<file path="config.mk">
export PLATFORM = sky130hd
export DESIGN_NAME = ysyx_23060072_pipe_ctrl_flat
export DESIGN_NICKNAME = d
export VERILOG_FILES = /design/src/rtl/ysyx_23060072_pipe_ctrl_if.sv /design/src/rtl/ysyx_23060072_pipe_ctrl.sv /design/src/flat_wrapper.sv
export SDC_FILE = /design/constraint.sdc
export NUM_CORES = 1
export LEC_CHECK = 0
export ABC_AREA = 1
export ABC_CLOCK_PERIOD_IN_PS = 1750
export BUFFER_PORTS_ARGS = -buffer_cell sky130_fd_sc_hd__buf_2
export CAP_MARGIN = 20
export CORE_MARGIN = 5
export CORE_UTILIZATION = 49
export DETAILED_ROUTE_END_ITERATION = 8
export GPL_ROUTABILITY_DRIVEN = 0
export PLACE_DENSITY = 0.81
export SYNTH_ARGS = -nofsm -noshare
export SYNTH_HDL_FRONTEND = slang
export SYNTH_SLANG_ARGS = --single-unit
export TNS_END_PERCENT = 5
</file>
<file path="constraint.sdc">
create_clock -name clk -period 1.75 [get_ports clk]
set_clock_uncertainty 0.05 [all_clocks]
set_input_delay 0.35 -clock clk [delete_from_list [all_inputs] [get_ports clk]]
set_output_delay 0.35 -clock clk [all_outputs]
set_load 0.005 [all_outputs]
</file>
<file path="src/rtl/ysyx_23060072_pipe_ctrl_if.sv">
// Pipeline control bundle between the datapath stages and the hazard/redirect controller.
//   master : pipeline side, drives hazard/redirect requests and receives strobes
//   slave  : controller side, samples requests and drives hold/flush/redirect strobes
interface ysyx_23060072_pipe_ctrl_if #(
    parameter int unsigned CNT_W = 32
);
    logic             jump_flag_i;
    logic [31:0]      jump_pc_i;
    logic             clint_jump_flag_i;
    logic [31:0]      clint_jump_pc_i;
    logic             clint_hold_flag_i;
    logic             multdiv_hold_flag_i;
    logic             lsu_busy_i;
    logic             ifu_busy_i;
    logic             ex_load_flag_i;
    logic [4:0]       ex_wb_addr_i;
    logic [4:0]       id_rs1_addr_i;
    logic [4:0]       id_rs2_addr_i;
    logic             id_rs1_en_i;
    logic             id_rs2_en_i;

    logic             if_hold_o;
    logic             id_hold_o;
    logic             ex_hold_o;
    logic             lsu_hold_o;
    logic             id_flush_o;
    logic             ex_flush_o;
    logic             lsu_bubble_o;
    logic             pc_redirect_o;
    logic [31:0]      pc_target_o;
    logic             drop_fetch_o;
    logic [CNT_W-1:0] stall_cnt_o;

    modport master (
        output jump_flag_i, jump_pc_i, clint_jump_flag_i, clint_jump_pc_i,
               clint_hold_flag_i, multdiv_hold_flag_i, lsu_busy_i, ifu_busy_i,
               ex_load_flag_i, ex_wb_addr_i, id_rs1_addr_i, id_rs2_addr_i,
               id_rs1_en_i, id_rs2_en_i,
        input  if_hold_o, id_hold_o, ex_hold_o, lsu_hold_o, id_flush_o, ex_flush_o,
               lsu_bubble_o, pc_redirect_o, pc_target_o, drop_fetch_o, stall_cnt_o
    );

    modport slave (
        input  jump_flag_i, jump_pc_i, clint_jump_flag_i, clint_jump_pc_i,
               clint_hold_flag_i, multdiv_hold_flag_i, lsu_busy_i, ifu_busy_i,
               ex_load_flag_i, ex_wb_addr_i, id_rs1_addr_i, id_rs2_addr_i,
               id_rs1_en_i, id_rs2_en_i,
        output if_hold_o, id_hold_o, ex_hold_o, lsu_hold_o, id_flush_o, ex_flush_o,
               lsu_bubble_o, pc_redirect_o, pc_target_o, drop_fetch_o, stall_cnt_o
    );
endinterface

</file>
<file path="src/rtl/ysyx_23060072_pipe_ctrl.sv">
// Central hazard/redirect controller for the 5-stage RV32E pipeline.
// Merges LSU wait, EX redirects (branch/CLINT), EX multi-cycle holds and the ID/EX load-use
// hazard into per-stage hold/flush strobes plus one PC redirect. A redirect that arrives while
// a fetch is outstanding is parked in pend_q until the IFU can take it.
// Ports:
//   clk, rst_n : clock, synchronous active-low reset
//   bus        : slave side of ysyx_23060072_pipe_ctrl_if (requests in, strobes out,
//                stall_cnt_o counts cycles with if_hold_o set)
module ysyx_23060072_pipe_ctrl #(
    parameter logic [31:0] RESET_PC = 32'h8000_0000,
    parameter int unsigned CNT_W    = 32
) (
    input  logic                           clk,
    input  logic                           rst_n,
    ysyx_23060072_pipe_ctrl_if.slave       bus
);
    typedef enum logic {StRun, StPend} state_e;

    state_e           state_q, state_d;
    logic [31:0]      pend_q, pend_d;
    logic [CNT_W-1:0] cnt_q;

    logic        req, exe_hold, load_use;
    logic [31:0] req_tgt;
    logic        if_hold, id_hold, ex_hold, lsu_hold, id_flush, ex_flush, bubble;
    logic        redirect, drop;
    logic [31:0] target;

    assign req      = bus.clint_jump_flag_i | bus.jump_flag_i;
    // CLINT redirect wins over a simultaneous branch
    assign req_tgt  = bus.clint_jump_flag_i ? bus.clint_jump_pc_i : bus.jump_pc_i;
    assign exe_hold = bus.clint_hold_flag_i | bus.multdiv_hold_flag_i;
    assign load_use = bus.ex_load_flag_i && (bus.ex_wb_addr_i != 5'd0) &&
                      ((bus.id_rs1_en_i && (bus.id_rs1_addr_i == bus.ex_wb_addr_i)) ||
                       (bus.id_rs2_en_i && (bus.id_rs2_addr_i == bus.ex_wb_addr_i)));

    always_comb begin
        if_hold  = 1'b0;
        id_hold  = 1'b0;
        ex_hold  = 1'b0;
        lsu_hold = 1'b0;
        id_flush = 1'b0;
        ex_flush = 1'b0;
        bubble   = 1'b0;
        redirect = 1'b0;
        drop     = 1'b0;
        target   = req_tgt;
        state_d  = state_q;
        pend_d   = pend_q;
        if (!rst_n) begin
            target = RESET_PC;
        end else begin
            unique case (state_q)
                StRun: begin
                    if (bus.lsu_busy_i) begin
                        // EX is frozen; any redirect it raises is re-seen once LSU frees up
                        {if_hold, id_hold, ex_hold, lsu_hold} = 4'hf;
                    end else if (req) begin
                        id_flush = 1'b1;
                        ex_flush = 1'b1;
                        if (bus.ifu_busy_i) begin
                            // Outstanding fetch is wrong-path; park target until IFU is free
                            drop    = 1'b1;
                            pend_d  = req_tgt;
                            state_d = StPend;
                        end else begin
                            redirect = 1'b1;
                        end
                    end else if (exe_hold) begin
                        {if_hold, id_hold, ex_hold} = 3'h7;
                        // LSU keeps running, so the held EX-LSU entry must not retire twice
                        bubble = 1'b1;
                    end else if (load_use) begin
                        if_hold  = 1'b1;
                        ex_flush = 1'b1;
                    end
                end
                StPend: begin
                    drop   = 1'b1;
                    target = pend_q;
                    if (bus.lsu_busy_i) begin
                        {if_hold, id_hold, ex_hold, lsu_hold} = 4'hf;
                    end else begin
                        id_flush = 1'b1;
                        if (req) begin
                            ex_flush = 1'b1;
                            pend_d   = req_tgt;
                            target   = req_tgt;
                        end
                        if (!bus.ifu_busy_i) begin
                            redirect = 1'b1;
                            state_d  = StRun;
                        end else if (!req && exe_hold) begin
                            {if_hold, id_hold, ex_hold} = 3'h7;
                            bubble = 1'b1;
                        end
                    end
                end
                default: state_d = StRun;
            endcase
        end
    end

    always_ff @(posedge clk) begin
        if (!rst_n) begin
            state_q <= StRun;
            pend_q  <= 32'd0;
            cnt_q   <= '0;
        end else begin
            state_q <= state_d;
            pend_q  <= pend_d;
            if (if_hold) cnt_q <= cnt_q + 1'b1;
        end
    end

    assign bus.if_hold_o     = if_hold;
    assign bus.id_hold_o     = id_hold;
    assign bus.ex_hold_o     = ex_hold;
    assign bus.lsu_hold_o    = lsu_hold;
    assign bus.id_flush_o    = id_flush;
    assign bus.ex_flush_o    = ex_flush;
    assign bus.lsu_bubble_o  = bubble;
    assign bus.pc_redirect_o = redirect;
    assign bus.pc_target_o   = target;
    assign bus.drop_fetch_o  = drop;
    assign bus.stall_cnt_o   = cnt_q;
endmodule

</file>
<file path="src/flat_wrapper.sv">
// flat-port wrapper written by rule: the top's interface ports become plain ports
module ysyx_23060072_pipe_ctrl_flat 
#(
    parameter logic [31:0] RESET_PC = 32'h8000_0000,
    parameter int unsigned CNT_W    = 32
)
  (clk, rst_n, bus_jump_flag_i, bus_jump_pc_i, bus_clint_jump_flag_i, bus_clint_jump_pc_i, bus_clint_hold_flag_i, bus_multdiv_hold_flag_i, bus_lsu_busy_i, bus_ifu_busy_i, bus_ex_load_flag_i, bus_ex_wb_addr_i, bus_id_rs1_addr_i, bus_id_rs2_addr_i, bus_id_rs1_en_i, bus_id_rs2_en_i, bus_if_hold_o, bus_id_hold_o, bus_ex_hold_o, bus_lsu_hold_o, bus_id_flush_o, bus_ex_flush_o, bus_lsu_bubble_o, bus_pc_redirect_o, bus_pc_target_o, bus_drop_fetch_o, bus_stall_cnt_o);
  ysyx_23060072_pipe_ctrl_if #(.CNT_W(CNT_W)) bus_i ();
  input  logic clk;
  input  logic rst_n;
  input wire logic [$bits(bus_i.jump_flag_i)-1:0] bus_jump_flag_i;
  input wire logic [$bits(bus_i.jump_pc_i)-1:0] bus_jump_pc_i;
  input wire logic [$bits(bus_i.clint_jump_flag_i)-1:0] bus_clint_jump_flag_i;
  input wire logic [$bits(bus_i.clint_jump_pc_i)-1:0] bus_clint_jump_pc_i;
  input wire logic [$bits(bus_i.clint_hold_flag_i)-1:0] bus_clint_hold_flag_i;
  input wire logic [$bits(bus_i.multdiv_hold_flag_i)-1:0] bus_multdiv_hold_flag_i;
  input wire logic [$bits(bus_i.lsu_busy_i)-1:0] bus_lsu_busy_i;
  input wire logic [$bits(bus_i.ifu_busy_i)-1:0] bus_ifu_busy_i;
  input wire logic [$bits(bus_i.ex_load_flag_i)-1:0] bus_ex_load_flag_i;
  input wire logic [$bits(bus_i.ex_wb_addr_i)-1:0] bus_ex_wb_addr_i;
  input wire logic [$bits(bus_i.id_rs1_addr_i)-1:0] bus_id_rs1_addr_i;
  input wire logic [$bits(bus_i.id_rs2_addr_i)-1:0] bus_id_rs2_addr_i;
  input wire logic [$bits(bus_i.id_rs1_en_i)-1:0] bus_id_rs1_en_i;
  input wire logic [$bits(bus_i.id_rs2_en_i)-1:0] bus_id_rs2_en_i;
  output wire logic [$bits(bus_i.if_hold_o)-1:0] bus_if_hold_o;
  output wire logic [$bits(bus_i.id_hold_o)-1:0] bus_id_hold_o;
  output wire logic [$bits(bus_i.ex_hold_o)-1:0] bus_ex_hold_o;
  output wire logic [$bits(bus_i.lsu_hold_o)-1:0] bus_lsu_hold_o;
  output wire logic [$bits(bus_i.id_flush_o)-1:0] bus_id_flush_o;
  output wire logic [$bits(bus_i.ex_flush_o)-1:0] bus_ex_flush_o;
  output wire logic [$bits(bus_i.lsu_bubble_o)-1:0] bus_lsu_bubble_o;
  output wire logic [$bits(bus_i.pc_redirect_o)-1:0] bus_pc_redirect_o;
  output wire logic [$bits(bus_i.pc_target_o)-1:0] bus_pc_target_o;
  output wire logic [$bits(bus_i.drop_fetch_o)-1:0] bus_drop_fetch_o;
  output wire logic [$bits(bus_i.stall_cnt_o)-1:0] bus_stall_cnt_o;
  assign bus_i.jump_flag_i = bus_jump_flag_i;
  assign bus_i.jump_pc_i = bus_jump_pc_i;
  assign bus_i.clint_jump_flag_i = bus_clint_jump_flag_i;
  assign bus_i.clint_jump_pc_i = bus_clint_jump_pc_i;
  assign bus_i.clint_hold_flag_i = bus_clint_hold_flag_i;
  assign bus_i.multdiv_hold_flag_i = bus_multdiv_hold_flag_i;
  assign bus_i.lsu_busy_i = bus_lsu_busy_i;
  assign bus_i.ifu_busy_i = bus_ifu_busy_i;
  assign bus_i.ex_load_flag_i = bus_ex_load_flag_i;
  assign bus_i.ex_wb_addr_i = bus_ex_wb_addr_i;
  assign bus_i.id_rs1_addr_i = bus_id_rs1_addr_i;
  assign bus_i.id_rs2_addr_i = bus_id_rs2_addr_i;
  assign bus_i.id_rs1_en_i = bus_id_rs1_en_i;
  assign bus_i.id_rs2_en_i = bus_id_rs2_en_i;
  assign bus_if_hold_o = bus_i.if_hold_o;
  assign bus_id_hold_o = bus_i.id_hold_o;
  assign bus_ex_hold_o = bus_i.ex_hold_o;
  assign bus_lsu_hold_o = bus_i.lsu_hold_o;
  assign bus_id_flush_o = bus_i.id_flush_o;
  assign bus_ex_flush_o = bus_i.ex_flush_o;
  assign bus_lsu_bubble_o = bus_i.lsu_bubble_o;
  assign bus_pc_redirect_o = bus_i.pc_redirect_o;
  assign bus_pc_target_o = bus_i.pc_target_o;
  assign bus_drop_fetch_o = bus_i.drop_fetch_o;
  assign bus_stall_cnt_o = bus_i.stall_cnt_o;
  ysyx_23060072_pipe_ctrl #(.RESET_PC(RESET_PC), .CNT_W(CNT_W)) u_core (.clk(clk), .rst_n(rst_n), .bus(bus_i));
endmodule
</file>
## Word level (Yosys, flattened, before mapping)

Index checks and enable logic that the tools add are counted.

| word-level totals | value |
|---|---|
| register bits | 65 |
| bits of input ports | 90 |
| word-level logic and storage cells | 73 |

| cells by class | value |
|---|---|
| add/subtract/negate cells | 1 |
| eq/ne operators | 5 |
| muxes and demuxes | 52 |
| bitwise operators | 3 |
| reductions and logical operators | 9 |

Operator list:

| kind | number |
|---|---|
| $mux W32 | 8 |
| $pmux W32 S2 | 1 |
| $mux W1 | 35 |
| $add A32 B1 Y32 const B | 1 |
| $pmux W1 S2 | 8 |
| $eq A5 B5 Y1 | 2 |
| $logic_and A1 B1 Y1 | 5 |
| $reduce_bool A5 Y1 | 1 |
| $ne A2 B2 Y1 const B | 2 |
| $reduce_and A3 Y1 | 1 |
| $ne A2 B1 Y1 const B | 1 |
| $or A1 B1 Y1 | 2 |
| $logic_not A1 Y1 | 1 |
| $logic_or A1 B1 Y1 | 1 |
| $not A1 Y1 | 1 |

## Depth between registers and ports, before layout

| logic depth | value |
|---|---|
| depth after elaboration | 10 |
| mapped depth | 15 |

## Worst setup path before layout

OpenSTA, ideal clock, no wires.

| timing | value |
|---|---|
| kind | in2out |
| from | input port bus_clint_jump_flag_i |
| to | output port bus_if_hold_o |
| data arrival time | 1.302 ns |
| data required time | 1.350 ns |
| setup slack | 0.048 ns |
| stages on the path | 8 |
| cell sequence | buf_6 nor2_8 nand2_1 o31ai_1 inv_1 nand2_4 nand2_1 inv_1 |

| between the ends | value |
|---|---|
| word-level cells in the longest chain between the ends | 8 |

Ends and longest elaborated chain:

| what | RTL line | RTL |
|---|---|---|
| start: declaration | flat_wrapper.sv:13 | `input wire logic [$bits(bus_i.clint_jump_flag_i)-1:0] bus_clint_jump_flag_i;` |
| $or A1 B1 Y1 * | ysyx_23060072_pipe_ctrl.sv:29 | `assign req = bus.clint_jump_flag_i \| bus.jump_flag_i;` |
| $logic_not A1 Y1 | ysyx_23060072_pipe_ctrl.sv:93 | `end else if (!req && exe_hold) begin` |
| $logic_and A1 B1 Y1 | ysyx_23060072_pipe_ctrl.sv:93 |  |
| $mux W1 | ysyx_23060072_pipe_ctrl.sv:93 |  |
| $mux W1 | ysyx_23060072_pipe_ctrl.sv:90 | `if (!bus.ifu_busy_i) begin` |
| $mux W1 | ysyx_23060072_pipe_ctrl.sv:81 | `if (bus.lsu_busy_i) begin` |
| $pmux W1 S2 * | ysyx_23060072_pipe_ctrl.sv:53 | `unique case (state_q)` |
| $mux W1 * | ysyx_23060072_pipe_ctrl.sv:50 | `if (!rst_n) begin` |
| end: declaration | flat_wrapper.sv:25 | `output wire logic [$bits(bus_i.if_hold_o)-1:0] bus_if_hold_o;` |

Every way passes the cells marked *; elsewhere a longest branch is shown, timed or not.

## Final worst setup path

| timing | value |
|---|---|
| from | register u_core.state_q |
| to | output port bus_pc_target_o[29] |

| between the ends | value |
|---|---|
| word-level cells in the longest chain between the ends | 2 |

Ends and longest elaborated chain:

| what | RTL line | RTL |
|---|---|---|
| start: declaration | ysyx_23060072_pipe_ctrl.sv:19 | `state_e state_q, state_d;` |
| start signal: assignment | ysyx_23060072_pipe_ctrl.sv:106 | `state_q <= StRun;` |
| start signal: assignment | ysyx_23060072_pipe_ctrl.sv:110 | `state_q <= state_d;` |
| $mux W32 | ysyx_23060072_pipe_ctrl.sv:53 |  |
| $mux W32 | ysyx_23060072_pipe_ctrl.sv:50 |  |
| end: declaration | flat_wrapper.sv:33 | `output wire logic [$bits(bus_i.pc_target_o)-1:0] bus_pc_target_o;` |

Every way passes these cells.

==> metrics <==
Worst IR Drop VDD 0.000436 V; vias in the first global route 5059; Vias 5450; diode count 0; Final min period 1.93 ns; failing checks negative setup slack; Sink Count 65; drt total wl 14.5 mm; residual DRC count 0; Ports 163; Worst setup SP type flip-flop; NumNets Final 1002; largest net degree at the start of global routing 65; Hold Vio Cnt, Final 0; highest clock rate 0.518 GHz; worst skew pair latency 0.34 ns; crit path max fanout 12; Die X 101 um; fin worst setup slack -0.182 ns; IO buf count 162; Slew headroom 0.767; Slew @ Worst Pin 0.350 ns; leakage 3.13 nW; Final Cycle Share 1.10; Netlist cell types 33; Hold Crit Class in2reg; Area Growth Syn to Fin 48.2%; die footprint 10200 um2; ranking of synthesized cells by area dfxtp_1 32%, nand2_1 18%, nor2_1 9.5%; Final Util 0.739; initial drt markers 365; DP HPWL 10.1 mm; Synth Instances 693; starting density of the core 0.499; first-pass GRT wire length 21.3 mm; Yosys warning count 0; PD cells 617 nW/um2; layout cells sized above 1 0.368; Setup crit end kind primary output; MaxCap Viol Count 0; Rows 33; kind of critical path reg2out; CTS tree done; setup_tns -3.83 ns; sequential area share after synthesis 0.319; Vias/cell 5.34; initial antenna violation count 0; clk root buf clkbuf_8; Slew Limit Fails 0; clk slew on worst S/H paths 0.07 ns; die height 101 um; WP data required 1.35 ns; RSZ-0062 raised after global routing true; Longest Clk Path Bufs 2; mean area per synthesized cell 5.89 um2; area share of the leading cell type in the synthesized netlist 0.319; H-tree Lvls 3; Core Region 8180 um2; Setup-failing EPs final 35; Synthesized Nets 784; Post-Syn Area 4080 um2; first drt pass iteration count 5; total CTS buffers 9; Yosys top cell by area dfxtp_1; CP arrival 1.53 ns; status finished with violations; GRT Util Overall 0.251; routed len/inst 14.2 um; flops & latches, synth 65; GRT Residual Overflow 0; Detail Route Antenna Nets 0
==> placed cells by master (no fill, tap or decap), types with 3 or more instances in the layout <==
master and instances:
nand2_1 197, buf_2 161, nor2_1 97, buf_4 72, dfxtp_1 61, inv_1 59, a21oi_1 53, nand3_1 39
o21ai_0 32, o21ai_2 27, nand3_2 20, nor3_1 13, clkbuf_8 12, nor2_2 7, nand4_1 6, inv_2 5
o21ai_1 5, xor2_1 4, buf_12 4, o21ai_4 3, nor3_2 3, xnor2_1 3, clkinv_2 3, clkbuf_16 3
dfxtp_2 3
==> through the flow <==
stage	instance area [um2]	instances	total power (W)	hold slack, ns	setup WS [ns]
finish	6040	1020	0.00373	0.226	-0.182
global route	6040	1020	0.00389	0.245	-0.240
CTS	5670	1014	0.00360	0.202	-0.121
detailed placement	5430	997	0.00241	0.438	-0.219
global placement	5430	997	0.00239	0.432	-0.189
floorplan	4080	693	0.00201	0.410	0.0482
==> worst max-delay path: stages (launching register included) <==
cell and delay (ns):
dfxtp_4 0.38, o21ai_4 0.07, buf_12 0.14, buf_12 0.14
nand3_2 0.06, o21ai_1 0.08, nor2_1 0.17, buf_2 0.15
==> sequential cells by signal, indices dropped and copies added (netlist names) <==
| signal | count |
|---|---|
| u_core.state_q | 1 |
| u_core.pend_q | 32 |
| u_core.bus.stall_cnt_o | 32 |
==> cell usage after synthesis (all sizes together) <==
| library cell | instances |
|---|---|
| nand2 | 200 |
| nor2 | 105 |
| o21ai | 67 |
| dfxtp | 65 |
| inv | 64 |
| nand3 | 61 |
| a21oi | 55 |
| clkbuf | 24 |
| nor3 | 16 |
| buf | 11 |
| nand4 | 6 |
| xor2 | 4 |
| xnor2 | 3 |
| nand3b | 2 |
| nor4 | 2 |
| a31oi | 1 |
| and3 | 1 |
| clkinv | 1 |
| ha | 1 |
| nor3b | 1 |
| o21a | 1 |
| o31ai | 1 |
| or2 | 1 |
==> layer usage <==
layer,vias to the layer above,global-route usage,wire (um)
li1,2662,-,-
met5,-,0,0
met3,50,0.0606,994
met4,0,0.0992,459
met2,259,0.441,7330
met1,2479,0.292,5690
==> final timing paths <==
kind                               from                    endpoint  slack (ns)  cells after the start
max                      u_core.state_q         bus_pc_target_o[29]       -0.18                      7
min                      bus_ifu_busy_i              u_core.state_q        0.23                      2
max reg2reg   u_core.bus.stall_cnt_o[0]  u_core.bus.stall_cnt_o[26]        0.05                      9
min reg2reg  u_core.bus.stall_cnt_o[31]  u_core.bus.stall_cnt_o[31]        0.45                      2
==> logic make-up after synthesis <==
kind of cell	synth area share
xor+xnor	0.0150
fa+ha+maj	0.00307
buf+inv	0.104
flops	0.319
compound gates	0.156
simple gates	0.403
==> cell type report <==
cell class	instances	area, um2
Multi-Input combinational cell	528	2660
Fill cell	662	2130
Timing Repair Buffer	242	1520
Sequential cell	65	1310
Inverter	65	244
Clock buffer	12	165
Tap cell	105	131
Clock inverter	3	15.0
==> repair_timing <==
action,in CTS,in global routing
resized for setup,20,91
pin swaps,5,7
cloned,0,4
hold buffers,0,0
buffers inserted,2,2
setup endpoints to repair,36,51
==> power by group <==
group          internal, W  switching, W
clock network     0.000615      0.000569
registers          0.00156     0.0000603
logic             0.000435      0.000493
total              0.00261       0.00112
(Power assumes the default switching activity.)
